**config.mk**
```make
export PLATFORM = sky130hd
export DESIGN_NAME = div_fp_iter
export DESIGN_NICKNAME = d
export VERILOG_FILES = /design/src/rtl/div_fp_iter.sv
export SDC_FILE = /design/constraint.sdc
export NUM_CORES = 1
export LEC_CHECK = 0
export BUFFER_PORTS_ARGS = -buffer_cell sky130_fd_sc_hd__buf_2
export CORE_MARGIN = 3
export CORE_UTILIZATION = 60
export DETAILED_ROUTE_END_ITERATION = 10
export PLACE_DENSITY = 0.88
export SLEW_MARGIN = 10
export SYNTH_ARGS = -nofsm -noshare
export SYNTH_HDL_FRONTEND = slang
export SYNTH_SLANG_ARGS = --single-unit
export TNS_END_PERCENT = 5
```
**constraint.sdc**
```tcl
create_clock -name clock -period 12 [get_ports clock]
set_input_delay 0.6 -clock clock [delete_from_list [all_inputs] [get_ports clock]]
set_output_delay 0.6 -clock clock [all_outputs]
set_load 0.03 [all_outputs]
```
**src/rtl/div_fp_iter.sv**
```systemverilog
// Iterative IEEE-754 divider, parametrised on exponent/fraction width.
// Valid/ready on both sides, subnormal in/out, early-out for special operands.
module div_fp_iter #(
    parameter int EXP_W = 8,
    parameter int MAN_W = 23
) (
    input  logic                   clock,
    input  logic                   reset,
    input  logic                   valid_in,
    output logic                   ready_in,
    input  logic [2:0]             rm,
    input  logic [EXP_W+MAN_W:0]   dividend,
    input  logic [EXP_W+MAN_W:0]   divisor,
    output logic                   valid_out,
    input  logic                   ready_out,
    output logic [EXP_W+MAN_W:0]   quotient,
    output logic                   nv,
    output logic                   dz,
    output logic                   of,
    output logic                   uf,
    output logic                   nx,
    output logic                   busy
);
    localparam int W  = 1 + EXP_W + MAN_W;
    localparam int EW = EXP_W + $clog2(MAN_W + 1) + 2;
    localparam int CW = $clog2(MAN_W + 3);
    localparam logic signed [EW-1:0] ZERO_S  = '0;
    localparam logic signed [EW-1:0] ONE_S   = 1;
    localparam logic signed [EW-1:0] BIAS_S  = (1 << (EXP_W - 1)) - 1;
    localparam logic signed [EW-1:0] EMAX_S  = (1 << EXP_W) - 1;
    localparam logic signed [EW-1:0] MAXSH_S = MAN_W + 2;
    localparam logic [EXP_W:0]       EMAX_U  = {1'b0, {EXP_W{1'b1}}};
    localparam logic [W-1:0]         QNAN    = {1'b0, {EXP_W{1'b1}}, 1'b1, {(MAN_W-1){1'b0}}};

    typedef enum logic [2:0] {S_IDLE, S_UNPACK, S_NORM, S_DIV, S_ROUND, S_DONE} state_e;
    typedef enum logic [2:0] {RM_RNE = 3'd0, RM_RTZ = 3'd1, RM_RDN = 3'd2,
                              RM_RUP = 3'd3, RM_RMM = 3'd4} rm_e;

    state_e                r_state, w_next;
    rm_e                   r_rm;
    logic [W-1:0]          r_a, r_b, r_q;
    logic [4:0]            r_flags;
    logic                  r_valid, r_sign;
    logic [MAN_W:0]        r_ma, r_mb;
    logic signed [EW-1:0]  r_ea, r_eb;
    logic [MAN_W+1:0]      r_rem;
    logic [MAN_W+2:0]      r_quo;
    logic [CW-1:0]         r_cnt;

    function automatic logic round_up(input rm_e m, input logic s, input logic lsb,
                                      input logic g, input logic st);
        case (m)
            RM_RTZ:  return 1'b0;
            RM_RDN:  return s & (g | st);
            RM_RUP:  return ~s & (g | st);
            RM_RMM:  return g;
            default: return g & (st | lsb);
        endcase
    endfunction

    function automatic logic signed [EW-1:0] unb_exp(input logic [EXP_W-1:0] e);
        return (e == '0) ? ONE_S - BIAS_S
                         : $signed({{(EW-EXP_W){1'b0}}, e}) - BIAS_S;
    endfunction

    // Operand classification
    logic [EXP_W-1:0] w_a_exp, w_b_exp;
    logic [MAN_W-1:0] w_a_frc, w_b_frc;
    logic w_a_zero, w_b_zero, w_a_inf, w_b_inf, w_a_nan, w_b_nan, w_a_snan, w_b_snan, w_sgn;
    assign w_a_exp  = r_a[MAN_W +: EXP_W];
    assign w_b_exp  = r_b[MAN_W +: EXP_W];
    assign w_a_frc  = r_a[MAN_W-1:0];
    assign w_b_frc  = r_b[MAN_W-1:0];
    assign w_a_zero = (w_a_exp == '0) && (w_a_frc == '0);
    assign w_b_zero = (w_b_exp == '0) && (w_b_frc == '0);
    assign w_a_inf  = (&w_a_exp) && (w_a_frc == '0);
    assign w_b_inf  = (&w_b_exp) && (w_b_frc == '0);
    assign w_a_nan  = (&w_a_exp) && (w_a_frc != '0);
    assign w_b_nan  = (&w_b_exp) && (w_b_frc != '0);
    assign w_a_snan = w_a_nan && !w_a_frc[MAN_W-1];
    assign w_b_snan = w_b_nan && !w_b_frc[MAN_W-1];
    assign w_sgn    = r_a[W-1] ^ r_b[W-1];

    logic           w_special;
    logic [W-1:0]   w_spec_q;
    logic [4:0]     w_spec_f;
    always_comb begin
        // NOTE: every output of a combinational block gets a default first so no path leaves it unassigned (no latch).
        w_special = 1'b1;
        w_spec_q  = '0;
        w_spec_f  = '0;
        if (w_a_nan || w_b_nan) begin
            w_spec_q    = QNAN;
            w_spec_f[4] = w_a_snan | w_b_snan;
        end else if ((w_a_zero && w_b_zero) || (w_a_inf && w_b_inf)) begin
            w_spec_q    = QNAN;
            w_spec_f[4] = 1'b1;
        end else if (w_a_inf) begin
            w_spec_q = {w_sgn, {EXP_W{1'b1}}, {MAN_W{1'b0}}};
        end else if (w_b_zero) begin
            w_spec_q    = {w_sgn, {EXP_W{1'b1}}, {MAN_W{1'b0}}};
            w_spec_f[3] = 1'b1;
        end else if (w_b_inf || w_a_zero) begin
            w_spec_q = {w_sgn, {(W-1){1'b0}}};
        end else begin
            w_special = 1'b0;
        end
    end

    // Significands as unpacked and after one normalisation step
    logic [MAN_W:0]        w_ua, w_ub, w_na, w_nb;
    logic signed [EW-1:0]  w_nea, w_neb;
    assign w_ua  = {w_a_exp != '0, w_a_frc};
    assign w_ub  = {w_b_exp != '0, w_b_frc};
    assign w_na  = r_ma[MAN_W] ? r_ma : {r_ma[MAN_W-1:0], 1'b0};
    assign w_nb  = r_mb[MAN_W] ? r_mb : {r_mb[MAN_W-1:0], 1'b0};
    assign w_nea = r_ma[MAN_W] ? r_ea : r_ea - ONE_S;
    assign w_neb = r_mb[MAN_W] ? r_eb : r_eb - ONE_S;

    logic [MAN_W+2:0] w_diff;
    logic [MAN_W+1:0] w_rem_keep;
    logic             w_ge;
    assign w_diff     = {1'b0, r_rem} - {2'b00, r_mb};
    assign w_ge       = ~w_diff[MAN_W+2];
    assign w_rem_keep = w_ge ? w_diff[MAN_W+1:0] : r_rem;

    // Rounding: the exponent and fraction are added as one field so a carry renormalises for free
    logic [MAN_W+2:0]        w_qn;
    logic [MAN_W+1:0]        w_m, w_m_sh, w_mask;
    logic signed [EW-1:0]    w_be, w_sh_raw;
    logic [CW-1:0]           w_sh;
    logic [EXP_W-1:0]        w_ef;
    logic [EXP_W+MAN_W:0]    w_sum;
    logic w_st0, w_st, w_tiny_pre, w_inc, w_ovf, w_ovf_inf, w_nx, w_tiny;
    logic [W-1:0]            w_rnd_q;
    assign w_qn       = r_quo[MAN_W+2] ? r_quo : {r_quo[MAN_W+1:0], 1'b0};
    assign w_be       = r_ea - r_eb - (r_quo[MAN_W+2] ? ZERO_S : ONE_S) + BIAS_S;
    assign w_m        = w_qn[MAN_W+2:1];
    assign w_st0      = w_qn[0] | (r_rem != '0);
    assign w_tiny_pre = (w_be < ONE_S);
    assign w_sh_raw   = ONE_S - w_be;
    assign w_sh       = !w_tiny_pre ? '0 : (w_sh_raw > MAXSH_S) ? CW'(MAN_W + 2) : w_sh_raw[CW-1:0];
    assign w_m_sh     = w_m >> w_sh;
    assign w_mask     = ~({(MAN_W+2){1'b1}} << w_sh);
    assign w_st       = w_st0 | (|(w_m & w_mask));
    assign w_ef       = w_tiny_pre ? '0 : w_be[EXP_W-1:0];
    assign w_inc      = round_up(r_rm, r_sign, w_m_sh[1], w_m_sh[0], w_st);
    assign w_sum      = {1'b0, w_ef, w_m_sh[MAN_W:1]} + {{(EXP_W+MAN_W){1'b0}}, w_inc};
    assign w_ovf      = !w_tiny_pre && ((w_be >= EMAX_S) || (w_sum[MAN_W +: EXP_W+1] >= EMAX_U));
    assign w_ovf_inf  = (r_rm == RM_RNE) || (r_rm == RM_RMM) ||
                        ((r_rm == RM_RDN) && r_sign) || ((r_rm == RM_RUP) && !r_sign);
    assign w_nx       = w_m_sh[0] | w_st | w_ovf;
    // Tiny unless unbounded-exponent rounding at full precision would carry up to the minimum normal
    assign w_tiny     = w_tiny_pre && !((w_be == ZERO_S) && (&w_m[MAN_W:1]) &&
                        round_up(r_rm, r_sign, w_m[1], w_m[0], w_st0));
    assign w_rnd_q    = !w_ovf    ? {r_sign, w_sum[EXP_W+MAN_W-1:0]} :
                        w_ovf_inf ? {r_sign, {EXP_W{1'b1}}, {MAN_W{1'b0}}} :
                                    {r_sign, {(EXP_W-1){1'b1}}, 1'b0, {MAN_W{1'b1}}};

    always_comb begin
        w_next = r_state;
        case (r_state)
            S_IDLE:   if (valid_in) w_next = S_UNPACK;
            S_UNPACK: w_next = w_special ? S_DONE : (w_ua[MAN_W] && w_ub[MAN_W]) ? S_DIV : S_NORM;
            S_NORM:   if (w_na[MAN_W] && w_nb[MAN_W]) w_next = S_DIV;
            S_DIV:    if (r_cnt == '0) w_next = S_ROUND;
            S_ROUND:  w_next = S_DONE;
            S_DONE:   if (r_valid && ready_out) w_next = S_IDLE;
            default:  w_next = S_IDLE;
        endcase
    end

    // NOTE: clocked state uses non-blocking assignments so every register samples pre-edge values.
    always_ff @(posedge clock or negedge reset) begin
        if (!reset) r_state <= S_IDLE;
        else        r_state <= w_next;
    end

    always_ff @(posedge clock or negedge reset) begin
        if (!reset) begin
            r_a <= '0; r_b <= '0; r_rm <= RM_RNE; r_sign <= 1'b0;
            r_ma <= '0; r_mb <= '0; r_ea <= '0; r_eb <= '0;
            r_rem <= '0; r_quo <= '0; r_cnt <= '0;
            r_q <= '0; r_flags <= '0; r_valid <= 1'b0;
        end else begin
            case (r_state)
                S_IDLE: if (valid_in) begin
                    r_a  <= dividend;
                    r_b  <= divisor;
                    r_rm <= (rm > 3'd4) ? RM_RNE : rm_e'(rm);
                end
                S_UNPACK: begin
                    r_sign <= w_sgn;
                    r_ma   <= w_ua;
                    r_mb   <= w_ub;
                    r_ea   <= unb_exp(w_a_exp);
                    r_eb   <= unb_exp(w_b_exp);
                    r_rem  <= {1'b0, w_ua};
                    r_quo  <= '0;
                    r_cnt  <= CW'(MAN_W + 2);
                    if (w_special) begin
                        r_q     <= w_spec_q;
                        r_flags <= w_spec_f;
                    end
                end
                S_NORM: begin
                    r_ma  <= w_na;
                    r_mb  <= w_nb;
                    r_ea  <= w_nea;
                    r_eb  <= w_neb;
                    r_rem <= {1'b0, w_na};
                end
                S_DIV: begin
                    r_quo <= {r_quo[MAN_W+1:0], w_ge};
                    r_rem <= {w_rem_keep[MAN_W:0], 1'b0};
                    r_cnt <= r_cnt - 1'b1;
                end
                S_ROUND: begin
                    r_q     <= w_rnd_q;
                    r_flags <= {1'b0, 1'b0, w_ovf, w_tiny & w_nx, w_nx};
                end
                S_DONE: begin
                    if (r_valid && ready_out) begin
                        r_valid <= 1'b0;
                        r_flags <= '0;
                    end else begin
                        r_valid <= 1'b1;
                    end
                end
                default: ;
            endcase
        end
    end

    assign ready_in  = (r_state == S_IDLE);
    assign busy      = (r_state != S_IDLE);
    assign valid_out = r_valid;
    assign quotient  = r_q;
    assign {nv, dz, of, uf, nx} = r_flags;
endmodule

```
==> results of run 1 <==
-- cells by family after synthesis --
| family | synth area share |
|---|---|
| simple gates | 0.182 |
| compound gates | 0.229 |
| flops | 0.346 |
| buf+inv | 0.0528 |
| mux | 0.0989 |
| fa+ha+maj | 0.0575 |
| xor+xnor | 0.0339 |
-- per-stage QoR --
| step | utilization | hold WS (ns) | instance area, µm² | cells |
|---|---|---|---|---|
| floorplan | - | 0.304 | 17600 | 2035 |
| global placement | 0.640 | 0.456 | 18400 | 2461 |
| detailed placement | 0.640 | 0.461 | 18400 | 2461 |
| CTS | 0.670 | 0.197 | 19300 | 2507 |
| global route | 0.670 | 0.231 | 19300 | 2507 |
| finish | 0.670 | 0.156 | 19300 | 2507 |
-- area by class of cell --
type | instances | area share
Multi-Input combinational cell | 1569 | 0.549
Sequential cell | 243 | 0.315
Timing Repair Buffer | 147 | 0.0435
Clock buffer | 38 | 0.0398
Tap cell | 384 | 0.0249
Inverter | 118 | 0.0230
Clock inverter | 8 | 0.00448
-- per-layer routing --
metal / up-vias / routed length (µm) / GRT usage
li1: 7596 / - / -
met1: 8137 / 23800 / 0.485
met2: 718 / 25400 / 0.567
met3: 148 / 4470 / 0.0652
met4: 2 / 2140 / 0.118
met5: - / 13 / 0
-- layout by cell type (no fill, tap or decap), types with 67 or more instances in the layout --
master	n
inv_1	116
a21oi_1	127
mux2i_1	69
o21ai_0	147
mux2_2	86
nand3_1	67
nand2_1	215
ha_1	76
buf_2	109
dfrtp_1	243
nor2_1	174
-- path summary, 6_finish.rpt --
check | slack [ns] | cells after the start | end | start
worst min-delay path | 0.16 | 1 | r_eb[12] | reset
worst max register to register | 1.27 | 36 | quotient[15] | r_quo[25]
worst max-delay path | 1.27 | 36 | quotient[15] | r_quo[25]
worst min register to register | 0.47 | 1 | r_flags[4] | r_flags[4]
min in group clock | 0.24 | 3 | r_a[0] | dividend[0]
max in group asynchronous | 9.73 | 3 | r_rm[0] | reset
-- flip-flops by register name, indices dropped and copies added, names as in the netlist --
register   cells
r_rm           3
r_ma          24
r_cnt          5
r_sign         1
r_a           32
r_state        3
r_ea          15
r_quo         26
r_rem         25
valid_out      1
r_mb          24
r_flags        5
r_b           32
r_eb          15
quotient      32
-- worst max-delay path: cells and delay by family (launching register included) --
family,cells,cell delay [ns]
xor gates and xnor gates,1,0.22
AOI/OAI and AO/OA,17,4.40
buffers and inverters,7,1.99
adders and majority gates,5,1.93
DFF,1,0.32
and+or+nand+nor,6,1.70
==> reports/metrics.cfg, run 1 <==
[outcome]
status = finished, final reports clean

[die]
dieArea_um2 = 31400
core_area_um2 = 28800
io_pins = 111
die_w_um = 177
start_util = 0.610
die_h_um = 177
rows = 62

[setup_path]
max_stage_delay_ns = 0.80
crit_type = flip-flop to flip-flop
cp.required_ns = 12.43
slowest_stage = o21ai_2
cp_max_fo = 40
cpMostUsedCell = ha_1
cp-end-kind = flip-flop
worstPathArrival_ns = 11.16
startpoint_type = flip-flop

[placed_design]
port_buffers = 110
dp_hpwl_um = 40900
dp_slack_ns = 1.58
gp_congestion = 0.993

[grt]
grt_pass1_vias = 16081
grt_max_degree = 128
overflow = 0
grt_antenna_before_repair = 2
grt_pass1_wl_um = 88500
track_usage = 0.353

[clock_network]
insertion_delay_ns = 0.57
htree_levels = 1
postCtsSetupBuffers = 0
cts_buffer_depth = 3
cts_resized = 0
cts_tree = yes
cts_hold_buf = 0
cts.sinks = 243
cts_made_buffers = 27
path_clk_slew_ns = 0.06
cts_root_buf = clkbuf_16

[sta]
tightest_slew_ns = 1.19
max_slew_margin = 0.207
finalSetupTns_ns = 0
fmax_ghz = 0.0932
fin_skew_ns = 0.0152
slew_violations = 0
finalCritPeriodShare = 0.894
setup_viol = 0
rsz0062_at_grt = false
min_period_ns = 10.73
setup_slack_ns = 1.27
hold_viol_final = 0

[cells_and_area]
final_nets = 2256
fill_cells = 2280
diodes = 0
ff_latch_area_um2 = 6080
layout-drive-gt1-share = 0.162
area_growth_pct = 9.76
multi_input_area_um2 = 10600

[synthesis]
yosysTopAreaCellShare = 0.346
yosysTopAreaCell = dfrtp_1
synth.yosys.seq_area_share = 0.346
synth_edf_count = 0
synthArstFlopShare = 1.00
ys_warn_count = 0
yosysMostFrequentCell = dfrtp_1
ys.flop_type = dfrtp_1
ys_types = 103
yosys-top-cells-count = dfrtp_1, nand2_1, nor2_1
syn_nets = 2185
synth_area_leaders = dfrtp_1, mux2_2, ha_1
syn_area_um2 = 17600
postSynthCellCount = 2035
ys_ff_latch = 243
syn_area_per_cell_um2 = 8.63

[detailed_routing]
via_per_inst = 6.62
firstDrtPassIters = 6
via_count = 16601
wl_um = 55800
drc = 0
ant_nets = 0
first_iter_violations = 1808
post_drt_wl_per_cell_um = 22.2

[hold_path]
hp-class = primary input to async pin

[job]
maxCapViolations = 0

Power of run 1 is not shown: default switching activity piles up to over one toggle a cycle in this logic, so the estimate is an artifact.
==> inputs of run 2 (changes only) <==
--- a/config.mk
+++ b/config.mk
@@ -6,10 +6,11 @@
 export NUM_CORES = 1
 export LEC_CHECK = 0
 export BUFFER_PORTS_ARGS = -buffer_cell sky130_fd_sc_hd__buf_2
+export CORE_ASPECT_RATIO = 0.75
 export CORE_MARGIN = 3
-export CORE_UTILIZATION = 60
+export CORE_UTILIZATION = 56
 export DETAILED_ROUTE_END_ITERATION = 10
-export PLACE_DENSITY = 0.88
+export PLACE_DENSITY = 0.86
 export SLEW_MARGIN = 10
 export SYNTH_ARGS = -nofsm -noshare
 export SYNTH_HDL_FRONTEND = slang
==> constraint.sdc (replaced) <==
create_clock -name clock -period 8.7 [get_ports clock]
set_input_delay 0.435 -clock clock [delete_from_list [all_inputs] [get_ports clock]]
set_output_delay 0.435 -clock clock [all_outputs]
set_load 0.03 [all_outputs]
==> run 2 against run 1 <==
  * Wire length rose by 3.7%
  * Critical path type unchanged
  * Non-clock buffer count rose by 36
  * Via count rose by 2.6%
  * Core utilization fell by 2.7 points
  * Critical endpoint is now quotient[12]
  * Worst hold slack got worse by 0.065 ns
  * Register-to-register slack got worse by 0.99 ns
  * Fmax rose by 27%
  * Cell count rose by 2.0%
  * Die area rose by 7.0%
==> reports/metrics.cfg, run 2 (synthesized netlist as in run 1, its figures left out) <==
[detailed_routing]
drc = 0  ; unchanged
dr_wl_met3_um = 6520  ; +46%
firstDrtPassIters = 6  ; unchanged
via_per_inst = 6.66  ; +0.64%
dr_wl_met2_um = 24400  ; -4.0%
ant_nets = 0  ; unchanged
wl_um = 57800  ; +3.7%
first_iter_violations = 2350  ; +30%
via_count = 17034  ; +2.6%
post_drt_wl_per_cell_um = 22.6  ; +1.7%
top_layer = met5
wl_met1_um = 25600  ; +7.5%

[cells_and_area]
multi_input_area_um2 = 10700  ; +1.1%
final_nets = 2291  ; +1.6%
layout_common_cells = dfrtp_1, nand2_1, nor2_1
ff_latch_area_um2 = 6080  ; unchanged
layout-drive-gt1-share = 0.180  ; +0.0184
mostFrequentLayoutCell = dfrtp_1
area_growth_pct = 11.9
fill_cells = 2552  ; +12%

[setup_path]
r2r-start = r_ea[1]
max_stage_delay_ns = 0.54  ; -0.26 ns
cpMostUsedCell = ha_1
worstPathArrival_ns = 8.85  ; -2.31 ns
crit_type = flip-flop to flip-flop
r2r-end = quotient[12]
cp-end-kind = flip-flop
cp.required_ns = 9.13  ; -3.30 ns
r2r_cells = 35  ; -2.8%
ff2ff_setup_slack_ns = 0.28  ; -0.99 ns
slowest_stage = or4_4
startpoint_type = flip-flop
cp_max_fo = 13  ; -68%

[sta]
holdWs_ns = 0.0915  ; -0.0650 ns
hold_viol_final = 0  ; unchanged
min_period_ns = 8.42  ; -2.31 ns
tightest_slew_ns = 1.26  ; +0.0724 ns
fmax_ghz = 0.119  ; +27%
finalCritPeriodShare = 0.967  ; +0.0733
setup_viol = 0  ; unchanged
slew_violations = 0  ; unchanged
max_slew_margin = 0.152  ; -0.0559
fin_skew_ns = 0.0137  ; -0.00151 ns

[hold_path]
min_path_cells = 3
min_from = divisor[24]
min_to = r_b[24]
hp-class = primary input to flip-flop

[placed_design]
port_buffers = 110  ; unchanged
dp_hpwl_um = 43100  ; +5.2%
gp_congestion = 1.09  ; +9.4%

[outcome]
status = finished, final reports clean

[die]
die_h_um = 159  ; -10%
dieArea_um2 = 33600  ; +7.0%
rows = 55  ; -11%
die_w_um = 211  ; +19%
io_pins = 111  ; unchanged
start_util = 0.575  ; -0.0354
core_area_um2 = 30600  ; +6.2%

[grt]
grt_max_degree = 107  ; -16%
track_usage = 0.338  ; -0.0155
grt_antenna_before_repair = 2  ; unchanged
overflow = 0  ; unchanged
grt_pass1_vias = 16179  ; +0.61%
grt_pass1_wl_um = 91700  ; +3.5%

[clock_network]
insertion_delay_ns = 0.55  ; -0.02 ns
cts_root_buf = clkbuf_16
cts_tree = yes
cts.sinks = 243  ; unchanged
path_clk_slew_ns = 0.07  ; about the same
cts_buffer_depth = 3  ; unchanged
cts_made_buffers = 25  ; -7.4%
htree_levels = 1  ; unchanged

[job]
maxCapViolations = 0  ; unchanged

[run 2: cell types whose count changed in the layout (fill, tap and decap cells not counted), sizes merged]
| cell | before | now |
|---|---|---|
| a21o | 13 | 14 |
| buf | 147 | 182 |
| bufinv | 1 | 3 |
| clkbuf | 38 | 32 |
| clkinv | 5 | 3 |
| clkinvlp | 1 | 2 |
| diode | 0 | 1 |
| dlygate4sd3 | 0 | 1 |
| inv | 119 | 120 |
[run 2: stage by stage]
step | worst slack (ns) | setup TNS, ns | cell area (µm²) | utilization | instances
after global routing | -0.122 | -1.79 | 19700 | 0.643 | 2555
after CTS | 0.0341 | 0 | 19500 | 0.638 | 2549
final | 0.285 | 0 | 19700 | 0.643 | 2556
after floorplan | 0.279 | 0 | 17600 | - | 2035
after detailed placement | 0.112 | 0 | 18700 | 0.611 | 2506
after global placement | 0.282 | 0 | 18700 | 0.611 | 2506
[run 2: final cells by class]
cell class | instances | area share
Multi-Input combinational cell | 1570 | 0.545
Sequential cell | 243 | 0.309
Timing Repair Buffer | 183 | 0.0567
Clock buffer | 32 | 0.0337
Tap cell | 399 | 0.0254
Inverter | 118 | 0.0225
Clock inverter | 10 | 0.00738
Antenna cell | 1 | 0.000127
[run 2: how the worst max path moves through the flow]
stage                         start            to  depth (start not counted)
after floorplan           r_quo[25]  quotient[15]                         38
after global routing        r_ea[1]  quotient[11]                         37
after CTS                   r_ea[1]    r_flags[1]                         33
after detailed placement    r_ea[1]    r_flags[1]                         33
final                       r_ea[1]  quotient[12]                         35
after global placement      r_ea[1]   quotient[3]                         32
[run 2: what timing repair did]
item | CTS | global route
gates resized for setup | 0 | 22
buffers inserted | 0 | 5
endpoints found under the setup margin | 0 | 34
endpoints found under the hold margin | 82 | 0
hold buffers | 1 | 0
[run 2: worst max-delay path, delay by kind of cell, from the launching register on]
family	cells	cell delay, ns
AND/OR/NAND/NOR	6	1.60
buffers and inverters	5	0.73
adder cells (fa/ha/maj)	5	1.39
flip-flops	1	0.34
XOR/XNOR	1	0.20
AO/OA/AOI/OAI	18	4.00
[run 2: layer usage]
metal / vias to the layer above / global-route usage
met5: - / 0
met1: 8247 / 0.510
met2: 992 / 0.491
met3: 107 / 0.0833
li1: 7686 / -
met4: 2 / 0.0748
Power of run 2 is left out for the same reason.
